### src/rtl/btb_pkg.sv
// Shared types and widths for the BTB update controller.
// The BTB geometry (S_INDEX) is fixed here because the update payload struct depends on it.
package btb_pkg;

  localparam int unsigned PC_W     = 32;
  localparam int unsigned S_INDEX  = 3;
  localparam int unsigned NUM_SETS = 2 ** S_INDEX;
  localparam int unsigned IDX_LSB  = 2;
  localparam int unsigned TAG_W    = PC_W - S_INDEX - IDX_LSB;

  typedef struct packed {
    logic [TAG_W-1:0]   tag;
    logic [S_INDEX-1:0] index;
    logic [PC_W-1:0]    target;
  } btb_upd_t;

  typedef enum logic {
    INIT = 1'b0,
    RUN  = 1'b1
  } ctrl_state_e;

  // Split a branch PC into BTB index/tag; pc[1:0] is dropped.
  function automatic btb_upd_t make_upd(input logic [PC_W-1:0] pc,
                                        input logic [PC_W-1:0] target);
    btb_upd_t u;
    u.tag    = pc[PC_W-1 -: TAG_W];
    u.index  = pc[IDX_LSB +: S_INDEX];
    u.target = target;
    return u;
  endfunction

endpackage

### src/rtl/upd_fifo.sv
// Synchronous FIFO of BTB updates with occupancy count and synchronous clear.
// Storage is not reset; only pointers and count are.
module upd_fifo
  import btb_pkg::*;
#(
  parameter  int unsigned DEPTH = 4,
  localparam int unsigned PTR_W = (DEPTH > 1) ? $clog2(DEPTH) : 1,
  localparam int unsigned CNT_W = $clog2(DEPTH + 1)
) (
  input  logic             clk,
  input  logic             rst_n,
  input  logic             i_clear,
  input  logic             i_push,
  input  btb_upd_t         i_data,
  input  logic             i_pop,
  output btb_upd_t         o_head,
  output logic [CNT_W-1:0] o_count
);

  btb_upd_t         r_mem [DEPTH];
  logic [PTR_W-1:0] r_wptr;
  logic [PTR_W-1:0] r_rptr;
  logic [CNT_W-1:0] r_count;
  logic             w_do_push;
  logic             w_do_pop;

  assign w_do_push = i_push && !i_clear && (r_count != CNT_W'(DEPTH));
  assign w_do_pop  = i_pop && !i_clear && (r_count != '0);

  always_ff @(posedge clk or negedge rst_n) begin
    if (!rst_n) begin
      r_wptr  <= '0;
      r_rptr  <= '0;
      r_count <= '0;
    end else if (i_clear) begin
      r_wptr  <= '0;
      r_rptr  <= '0;
      r_count <= '0;
    end else begin
      if (w_do_push) r_wptr <= r_wptr + PTR_W'(1);
      if (w_do_pop)  r_rptr <= r_rptr + PTR_W'(1);
      case ({w_do_push, w_do_pop})
        2'b10:   r_count <= r_count + CNT_W'(1);
        2'b01:   r_count <= r_count - CNT_W'(1);
        default: r_count <= r_count;
      endcase
    end
  end

  always_ff @(posedge clk) begin
    if (w_do_push) r_mem[r_wptr] <= i_data;
  end

  assign o_head  = r_mem[r_rptr];
  assign o_count = r_count;

endmodule

### src/rtl/btb_update_ctrl.sv
// Sequences all BTB writes: init/flush invalidate walk, round-robin capture of
// resolved-branch updates, and FIFO drain that yields to fetch lookups with a starvation cap.
module btb_update_ctrl
  import btb_pkg::*;
#(
  parameter int unsigned NUM_REQ      = 2,
  parameter int unsigned DEPTH        = 4,
  parameter int unsigned STARVE_LIMIT = 8
) (
  input  logic                    clk,
  input  logic                    rst,
  input  logic [NUM_REQ-1:0]      req_valid,
  output logic [NUM_REQ-1:0]      req_ready,
  input  logic [NUM_REQ*PC_W-1:0] req_pc,
  input  logic [NUM_REQ*PC_W-1:0] req_target,
  input  logic                    flush,
  input  logic                    fetch_lookup,
  output logic                    btb_load,
  output logic [S_INDEX-1:0]      btb_windex,
  output logic [TAG_W-1:0]        btb_wtag,
  output logic [PC_W-1:0]         btb_wtarget,
  output logic                    btb_wvalid,
  output logic                    busy
);

  localparam int unsigned RR_W  = (NUM_REQ > 1) ? $clog2(NUM_REQ) : 1;
  localparam int unsigned CNT_W = $clog2(DEPTH + 1);
  localparam int unsigned STV_W = $clog2(STARVE_LIMIT + 1);

  ctrl_state_e        r_state;
  ctrl_state_e        w_state_nxt;
  logic [S_INDEX-1:0] r_walk;
  logic [S_INDEX-1:0] w_walk_nxt;
  logic [STV_W-1:0]   r_starve;
  logic [STV_W-1:0]   w_starve_nxt;
  logic [RR_W-1:0]    r_rr;
  logic [RR_W-1:0]    w_rr_nxt;

  logic [PC_W-1:0]    w_pc_arr  [NUM_REQ];
  logic [PC_W-1:0]    w_tgt_arr [NUM_REQ];
  logic               w_arb_en;
  logic               w_gnt_found;
  logic [RR_W-1:0]    w_gnt_idx;
  logic [RR_W-1:0]    w_cand;
  logic [NUM_REQ-1:0] w_gnt_vec;

  logic               w_push;
  logic               w_pop;
  logic               w_clear;
  btb_upd_t           w_push_data;
  btb_upd_t           w_head;
  logic [CNT_W-1:0]   w_count;
  logic               w_full;
  logic               w_nonempty;
  logic               w_drain;

  for (genvar g = 0; g < NUM_REQ; g++) begin : g_unpack
    assign w_pc_arr[g]  = req_pc[g*PC_W +: PC_W];
    assign w_tgt_arr[g] = req_target[g*PC_W +: PC_W];
  end

  assign w_full     = (w_count == CNT_W'(DEPTH));
  assign w_nonempty = (w_count != '0);
  // Readiness looks at the pre-dequeue count: a full FIFO takes nothing even while draining.
  assign w_arb_en   = rst && (r_state == RUN) && !flush && !w_full;
  assign w_drain    = w_nonempty &&
                      (!fetch_lookup || w_full || (r_starve == STV_W'(STARVE_LIMIT)));

  // Round-robin search starting at r_rr; first valid requester wins.
  always_comb begin
    w_gnt_vec   = '0;
    w_gnt_found = 1'b0;
    w_gnt_idx   = '0;
    w_cand      = '0;
    for (int unsigned i = 0; i < NUM_REQ; i++) begin
      w_cand = RR_W'((32'(r_rr) + i) % NUM_REQ);
      if (w_arb_en && !w_gnt_found && req_valid[w_cand]) begin
        w_gnt_found = 1'b1;
        w_gnt_idx   = w_cand;
      end
    end
    if (w_gnt_found) w_gnt_vec[w_gnt_idx] = 1'b1;
  end

  assign req_ready   = w_gnt_vec;
  assign w_push_data = make_upd(w_pc_arr[w_gnt_idx], w_tgt_arr[w_gnt_idx]);
  assign busy        = !rst || (r_state == INIT);

  // Next-state and BTB write port drive.
  always_comb begin
    w_state_nxt  = r_state;
    w_walk_nxt   = r_walk;
    w_starve_nxt = r_starve;
    w_rr_nxt     = r_rr;
    w_push       = 1'b0;
    w_pop        = 1'b0;
    w_clear      = 1'b0;
    btb_load     = 1'b0;
    btb_windex   = '0;
    btb_wtag     = '0;
    btb_wtarget  = '0;
    btb_wvalid   = 1'b0;

    case (r_state)
      INIT: begin
        btb_load   = 1'b1;
        btb_windex = r_walk;
        if (flush) begin
          w_walk_nxt = '0;
        end else if (r_walk == S_INDEX'(NUM_SETS - 1)) begin
          w_walk_nxt  = '0;
          w_state_nxt = RUN;
        end else begin
          w_walk_nxt = r_walk + S_INDEX'(1);
        end
      end
      RUN: begin
        if (flush) begin
          w_clear      = 1'b1;
          w_starve_nxt = '0;
          w_walk_nxt   = '0;
          w_state_nxt  = INIT;
        end else begin
          if (w_gnt_found) begin
            w_push   = 1'b1;
            w_rr_nxt = RR_W'((32'(w_gnt_idx) + 1) % NUM_REQ);
          end
          if (w_drain) begin
            w_pop        = 1'b1;
            w_starve_nxt = '0;
            btb_load     = 1'b1;
            btb_wvalid   = 1'b1;
            btb_windex   = w_head.index;
            btb_wtag     = w_head.tag;
            btb_wtarget  = w_head.target;
          end else if (w_nonempty) begin
            if (r_starve != STV_W'(STARVE_LIMIT)) w_starve_nxt = r_starve + STV_W'(1);
          end else begin
            w_starve_nxt = '0;
          end
        end
      end
    endcase

    // Write port stays quiet while reset is asserted.
    if (!rst) begin
      btb_load    = 1'b0;
      btb_windex  = '0;
      btb_wtag    = '0;
      btb_wtarget = '0;
      btb_wvalid  = 1'b0;
    end
  end

  always_ff @(posedge clk or negedge rst) begin
    if (!rst) begin
      r_state  <= INIT;
      r_walk   <= '0;
      r_starve <= '0;
      r_rr     <= '0;
    end else begin
      r_state  <= w_state_nxt;
      r_walk   <= w_walk_nxt;
      r_starve <= w_starve_nxt;
      r_rr     <= w_rr_nxt;
    end
  end

  upd_fifo #(
    .DEPTH (DEPTH)
  ) u_fifo (
    .clk     (clk),
    .rst_n   (rst),
    .i_clear (w_clear),
    .i_push  (w_push),
    .i_data  (w_push_data),
    .i_pop   (w_pop),
    .o_head  (w_head),
    .o_count (w_count)
  );

endmodule

### config.mk
export PLATFORM = sky130hd
export DESIGN_NAME = btb_update_ctrl
export DESIGN_NICKNAME = d
export VERILOG_FILES = /design/src/rtl/btb_pkg.sv /design/src/rtl/upd_fifo.sv /design/src/rtl/btb_update_ctrl.sv
export SDC_FILE = /design/constraint.sdc
export NUM_CORES = 1
export LEC_CHECK = 0
export ABC_CLOCK_PERIOD_IN_PS = 5000
export CORE_MARGIN = 2
export CORE_UTILIZATION = 45
export CTS_BUF_LIST = sky130_fd_sc_hd__clkbuf_16
export DETAILED_ROUTE_END_ITERATION = 6
export GPL_ROUTABILITY_DRIVEN = 0
export GPL_TIMING_DRIVEN = 1
export PLACE_DENSITY_LB_ADDON = 0.12
export SLEW_MARGIN = 20
export SYNTH_ARGS = -nofsm -noshare
export SYNTH_HDL_FRONTEND = slang
export SYNTH_HIERARCHICAL = 1
export SYNTH_SLANG_ARGS = --single-unit
### constraint.sdc
create_clock -name clk -period 5 [get_ports clk]
set_input_delay 1 -clock clk [delete_from_list [all_inputs] [get_ports clk]]
set_output_delay 1 -clock clk [all_outputs]
set_load 0.02 [all_outputs]
; Yosys cells after proc, flatten, opt, wreduce, memory -nomap -nowiden
; Memories as Yosys holds them, arrays and structs flattened.
; Cells that the tools add are included.
[word_totals]
wordCells = 120
out_inout_bits = 67
mem_count = 1
reg_bits = 16
ram_bits = 248
inputBits = 134
[mem_list]
columns = memory, words, width, rd, rd_clocked_by_memory_dff, write_ports, line
row1 = u_fifo.r_mem, 4, 62, 1, 0, 1, upd_fifo.sv:20  ; btb_upd_t r_mem [DEPTH];
[classes]
n_eq_ne = 9
n_mux = 60
reduce_logical = 27
n_lt_le_gt_ge = 5
add_sub_neg = 8
n_bitwise = 3
[op_table]
columns = op, n
row1 = 32-bit two-way mux, 10
row2 = 27-bit two-way mux, 4
row3 = 1-bit two-way mux, 24
row4 = 3-bit two-way mux, 7
row5 = 3-bit one-hot mux with 2 select lines, 3
row6 = 4-bit two-way mux, 4
row7 = 1-bit logical AND, 12
row8 = 2-bit two-way mux, 5
row9 = "3-bit by 1-bit adder with 3-bit output, second input constant", 2
row10 = "3-bit == test, second input constant", 2
row11 = 1-bit logical NOT, 6
row12 = "1-bit by 2-bit < comparator with 1-bit output, second input constant", 3
row13 = 3-bit nonzero test, 2
row14 = "2-bit by 1-bit adder with 2-bit output, second input constant", 2
row15 = "4-bit by 1-bit adder with 4-bit output, second input constant", 1
row16 = "4-bit == test, second input constant", 1
row17 = "4-bit by 2-bit != test with 1-bit output, second input constant", 1
row18 = "4-bit != test, second input constant", 1
row19 = 1-bit one-hot mux with 2 select lines, 2
row20 = 2-bit nonzero test, 2
row21 = 1-bit logical OR, 3
row22 = "3-bit != test, second input constant", 1
row23 = 3-bit AND reduction, 1
row24 = "3-bit by 1-bit subtractor with 3-bit output, second input constant", 1
row25 = 10 further kinds, 12

; Depth between registers and ports, before layout
[depth]
depth_word = 17
ltp_mapped = 12

; Modules after synthesis
; Netlist, hierarchy kept.
[by_module_without_submodules]
columns = module, instances, area_per_inst_um2, cells_per_inst
row1 = upd_fifo, 1, 9514.1, 387
row2 = btb_update_ctrl, 1, 1774.2, 201

; Worst setup path after synthesis
; Ideal clock, no wire load.
[synth_path]
path_type = input to register
from = input flush
to = memory u_fifo/r_mem[0][0] in the netlist's numbering, enable pin
path_buffers = 2
setup_ns = 0.427
arrival_ns = 3.706
path_slack_ns = 0.867
path_stages = 7
cell_sequence = clkbuf_2 > and3b_2 > and2_1 > o21a_1 > buf_2 > nor2b_1 > and3_1
[synth_between]
elab_chain_cells = 16
[synth_rtl]
columns = element, line
row1 = start: declaration, btb_update_ctrl.sv:16  ; input logic flush,
row2 = 1-bit logical NOT, btb_update_ctrl.sv:65  ; assign w_arb_en = rst && (r_state == RUN) && !flush && !w_full;
row3 = 1-bit logical AND (2 in series), btb_update_ctrl.sv:65
row4 = 1-bit logical AND, btb_update_ctrl.sv:77  ; if (w_arb_en && !w_gnt_found && req_valid[w_cand]) begin
row5 = 1-bit two-way mux, btb_update_ctrl.sv:77
row6 = 1-bit logical NOT, btb_update_ctrl.sv:77
row7 = 1-bit logical AND (2 in series), btb_update_ctrl.sv:77
row8 = 1-bit two-way mux, btb_update_ctrl.sv:77
row9 = 1-bit two-way mux, btb_update_ctrl.sv:124  ; if (w_gnt_found) begin
row10 = 1-bit two-way mux *, btb_update_ctrl.sv:118  ; if (flush) begin
row11 = 1-bit two-way mux *, btb_update_ctrl.sv:104  ; case (r_state)
row12 = named net w_push, btb_update_ctrl.sv:47  ; logic w_push;
row13 = 1-bit logical AND * (2 in series), upd_fifo.sv:27  ; assign w_do_push = i_push && !i_clear && (r_count != CNT_W'(DEPTH));
row14 = 1-bit two-way mux *, upd_fifo.sv:51  ; if (w_do_push) r_mem[r_wptr] <= i_data;
row15 = 1-bit two-way mux (not written as such) *, upd_fifo.sv:51
row16 = end: declaration, upd_fifo.sv:20
; The timed path passes the listed nets; every way through them passes the cells marked *.

; Worst setup path in the final report
[layout_path]
from = input flush
to = output btb_wtag[4]
[layout_between]
elab_chain_cells = 3
[layout_rtl]
columns = element, line
row1 = 27-bit two-way mux, btb_update_ctrl.sv:118
row2 = 27-bit two-way mux, btb_update_ctrl.sv:104
row3 = 27-bit two-way mux, btb_update_ctrl.sv:146  ; if (!rst) begin
row4 = end: declaration, btb_update_ctrl.sv:20  ; output logic [TAG_W-1:0] btb_wtag,
; Every way passes these cells.

==> flow_metrics.tcl <==
set metrics [dict create \
    start_util_pct 46.1 \
    detail_route.first_pass.iterations 4 \
    ys_seq_elements 264 \
    die_h_microns 162 \
    cts_setup_buffers 0 \
    syn_inst 588 \
    pwr-share-comb_pct 5.6 \
    vias 6025 \
    synth-simple-area-share_pct 5.94 \
    p_sw_w 0.000975 \
    ir_drop_uv 271 \
    min_path_cells 1 \
    setup_tns_ps 0 \
    syn_to_final_growth_pct 30.1 \
    ant_nets 0 \
    grt_max_degree 64 \
    dieArea_sq_um 26400 \
    dominantRegCellSynth "edfxtp_1" \
    grt_pass1_wl_microns 35100 \
    drc 0 \
    grt_pass1_vias 6434 \
    ioPinCount 201 \
    path_max_fanout 30 \
    cp_cell_sequence "clkdlybuf4s50_1, and3b_2, o211a_2, buf_4, and2_1, clkdlybuf4s50_1" \
    wire_per_inst_microns 19.5 \
    layout_commonest_cell "edfxtp_1" \
    synth.distinct_cells 52 \
    io_buffer_count 196 \
    synthAdderAreaFrac_pct 1.06 \
    cts-root-buf "clkbuf_16" \
    postLayoutCoreUtil_pct 60.0 \
    rsz0062_at_grt "no" \
    cap_viol_max_count 0 \
    cpMostUsedCell "clkdlybuf4s50_1" \
    required_ps 4000 \
    setup_viol 0 \
    netlist_area_sq_um 11300 \
    synth_area_per_cell_sq_um 19.2 \
    final_cell_mix "edfxtp_1 (248), clkdlybuf4s50_1 (196), mux4_2 (62), and2_1 (61), mux2_2 (59)" \
    r2r_start "r_state" \
    drtIter0Drc 370 \
    min_from "r_rr" \
    seq_area_frac_synth_pct 69.5 \
    swShare_pct 19.4 \
    startpoint "flush" \
    numCtsBuffers 28 \
    htree_levels 1 \
    antenna_found_initial 0 \
    hp-class "flip-flop to flip-flop" \
    synth_compound_area_share_pct 1.86 \
    yosys.area_share.xor_xnor_pct 0.233 \
    routed_wl_microns 22200 \
    fin_crit_sh_pct 87.6 \
    reg2regPathDepth 10 \
    power.internal_w 0.00405 \
    leakagePower_nw 4.85 \
    synth_top_family_by_area "multiplexers" \
    yosysWarningCount 6 \
    row_count 57 \
    synth_mux_area_share_pct 19.2 \
    diodes 0 \
    cts.path.max_buffers 3 \
    drt-vias-per-instance 5.29 \
    cts_tree "built" \
    outcome "completed" \
    power_density_nw_per_um2 342 \
    fin_nets 935 \
    skew_ps 11.0 \
    grt_usage_pct 17.2 \
    synthesis.nets 731 \
    insertion_delay_ps 530 \
    final_layout_size_suffix_gt1_share_pct 24.3 \
    die_w_microns 162 \
    place_hpwl_microns 13900 \
    power.share.sequential_pct 49.2 \
    hold_viol 0 \
    cts-resized-gates 0 \
    hold_buffers 0 \
    synthArstFlopShare_pct 6.06 \
    clk_pin_slew_ps 60 \
    cpMaxStageDelayCell "clkdlybuf4s50_1" \
    gr-total-overflow 0 \
    slew_headroom_pct 34.4 \
    crit_type "primary input to output pin" \
    maxSlewViolCount 0 \
    cp-start-kind "primary input" \
    coreArea_sq_um 24500 \
    max_stage_delay_ps 680 \
    fmax_mhz 228 \
    cts.sinks 264 \
    layout_min_cycle_time_ps 4380 \
    synth-edff-count 248 \
    p_clk_share_pct 45.3 \
    cp-end-kind "output pin" \
    crit_arrival_ps 3380 \
    tightestPinTransition_ps 985 \
]
-- through the flow --
stage | instances | hold WS [ps] | setup slack [ps] | instance area, sq um | power, W
2_1_floorplan | 588 | 442 | 867 | 11300 | 0.00265
3_3_place_gp | 1086 | 457 | 676 | 13600 | 0.00278
3_5_place_dp | 1086 | 470 | 636 | 13600 | 0.00280
4_1_cts | 1138 | 480 | 603 | 14700 | 0.00508
5_1_grt | 1138 | 499 | 508 | 14700 | 0.00520
6_report | 1138 | 477 | 621 | 14700 | 0.00503
-- metal layers --
layer	share of wire, %	global-route usage, %	vias up
met3	5.2	3.21	28
met4	1.8	4.06	0
met5	0	0	-
met2	51	29.9	153
li1	-	-	2749
met1	42	22.6	3095
-- registers in the layout (all words and copies together) (netlist names) --
register        flops
u_fifo/r_mem      248
r_starve            4
r_walk              3
u_fifo/o_count      3
u_fifo/r_rptr       2
u_fifo/r_wptr       2
r_rr                1
r_state             1
-- power by group through the flow --
stage	Clock (W)	Sequential (W)	Combinational, W
after floorplan	0	0.00250	0.000154
after global placement	0	0.00251	0.000264
after detailed placement	0	0.00252	0.000282
after CTS	0.00232	0.00247	0.000284
after global routing	0.00242	0.00248	0.000307
final	0.00228	0.00247	0.000280
-- kinds of logic after synthesis --
kind of cell / Yosys count
xor gates and xnor gates: 3
AOI/OAI and AO/OA: 28
DFF: 264
buffers and inverters: 45
muxes: 131
adders and majority gates: 9
and+or+nand+nor: 108
-- area by class of cell --
| cell class | instances | area (sq um) |
|---|---|---|
| flip-flops and latches | 264 | 7860 |
| fillers | 1808 | 9770 |
| inverters | 8 | 30.0 |
| clock buffers | 28 | 701 |
| multi-input cells | 279 | 3220 |
| clock inverters | 24 | 344 |
| well taps | 324 | 405 |
| repair buffers | 211 | 2140 |
-- worst paths after layout --
kind                                     endpoint  slack [ps]
worst max-delay path                  btb_wtag[4]         620
worst max register to register  u_fifo/o_count[1]        1600
worst min-delay path                         r_rr         480
min in group asynchronous        u_fifo/r_rptr[1]         830
max in group asynchronous        u_fifo/r_rptr[0]        3930
worst min register to register               r_rr         480
-- worst max-delay path: cells and delay by family --
family	cells	cell delay [ps]
compound gates	1	210
simple gates	2	580
buf+inv	3	1560
-- cells in the mapped netlist, types with 5 or more instances --
cell type / number / area (sq um)
and2_1: 61 / 382
buf_2: 15 / 75.1
buf_6: 5 / 56.3
clkbuf_1: 11 / 41.3
dfrtp_1: 16 / 400
edfxtp_1: 248 / 7450
ha_1: 8 / 100
inv_1: 8 / 30.0
mux2_1: 5 / 56.3
mux2_2: 59 / 664
mux4_2: 62 / 1400
nand2_1: 7 / 26.3
nand2b_1: 5 / 31.3
nor2_1: 9 / 33.8
No activity file was read; power rests on OpenSTA's default activity.
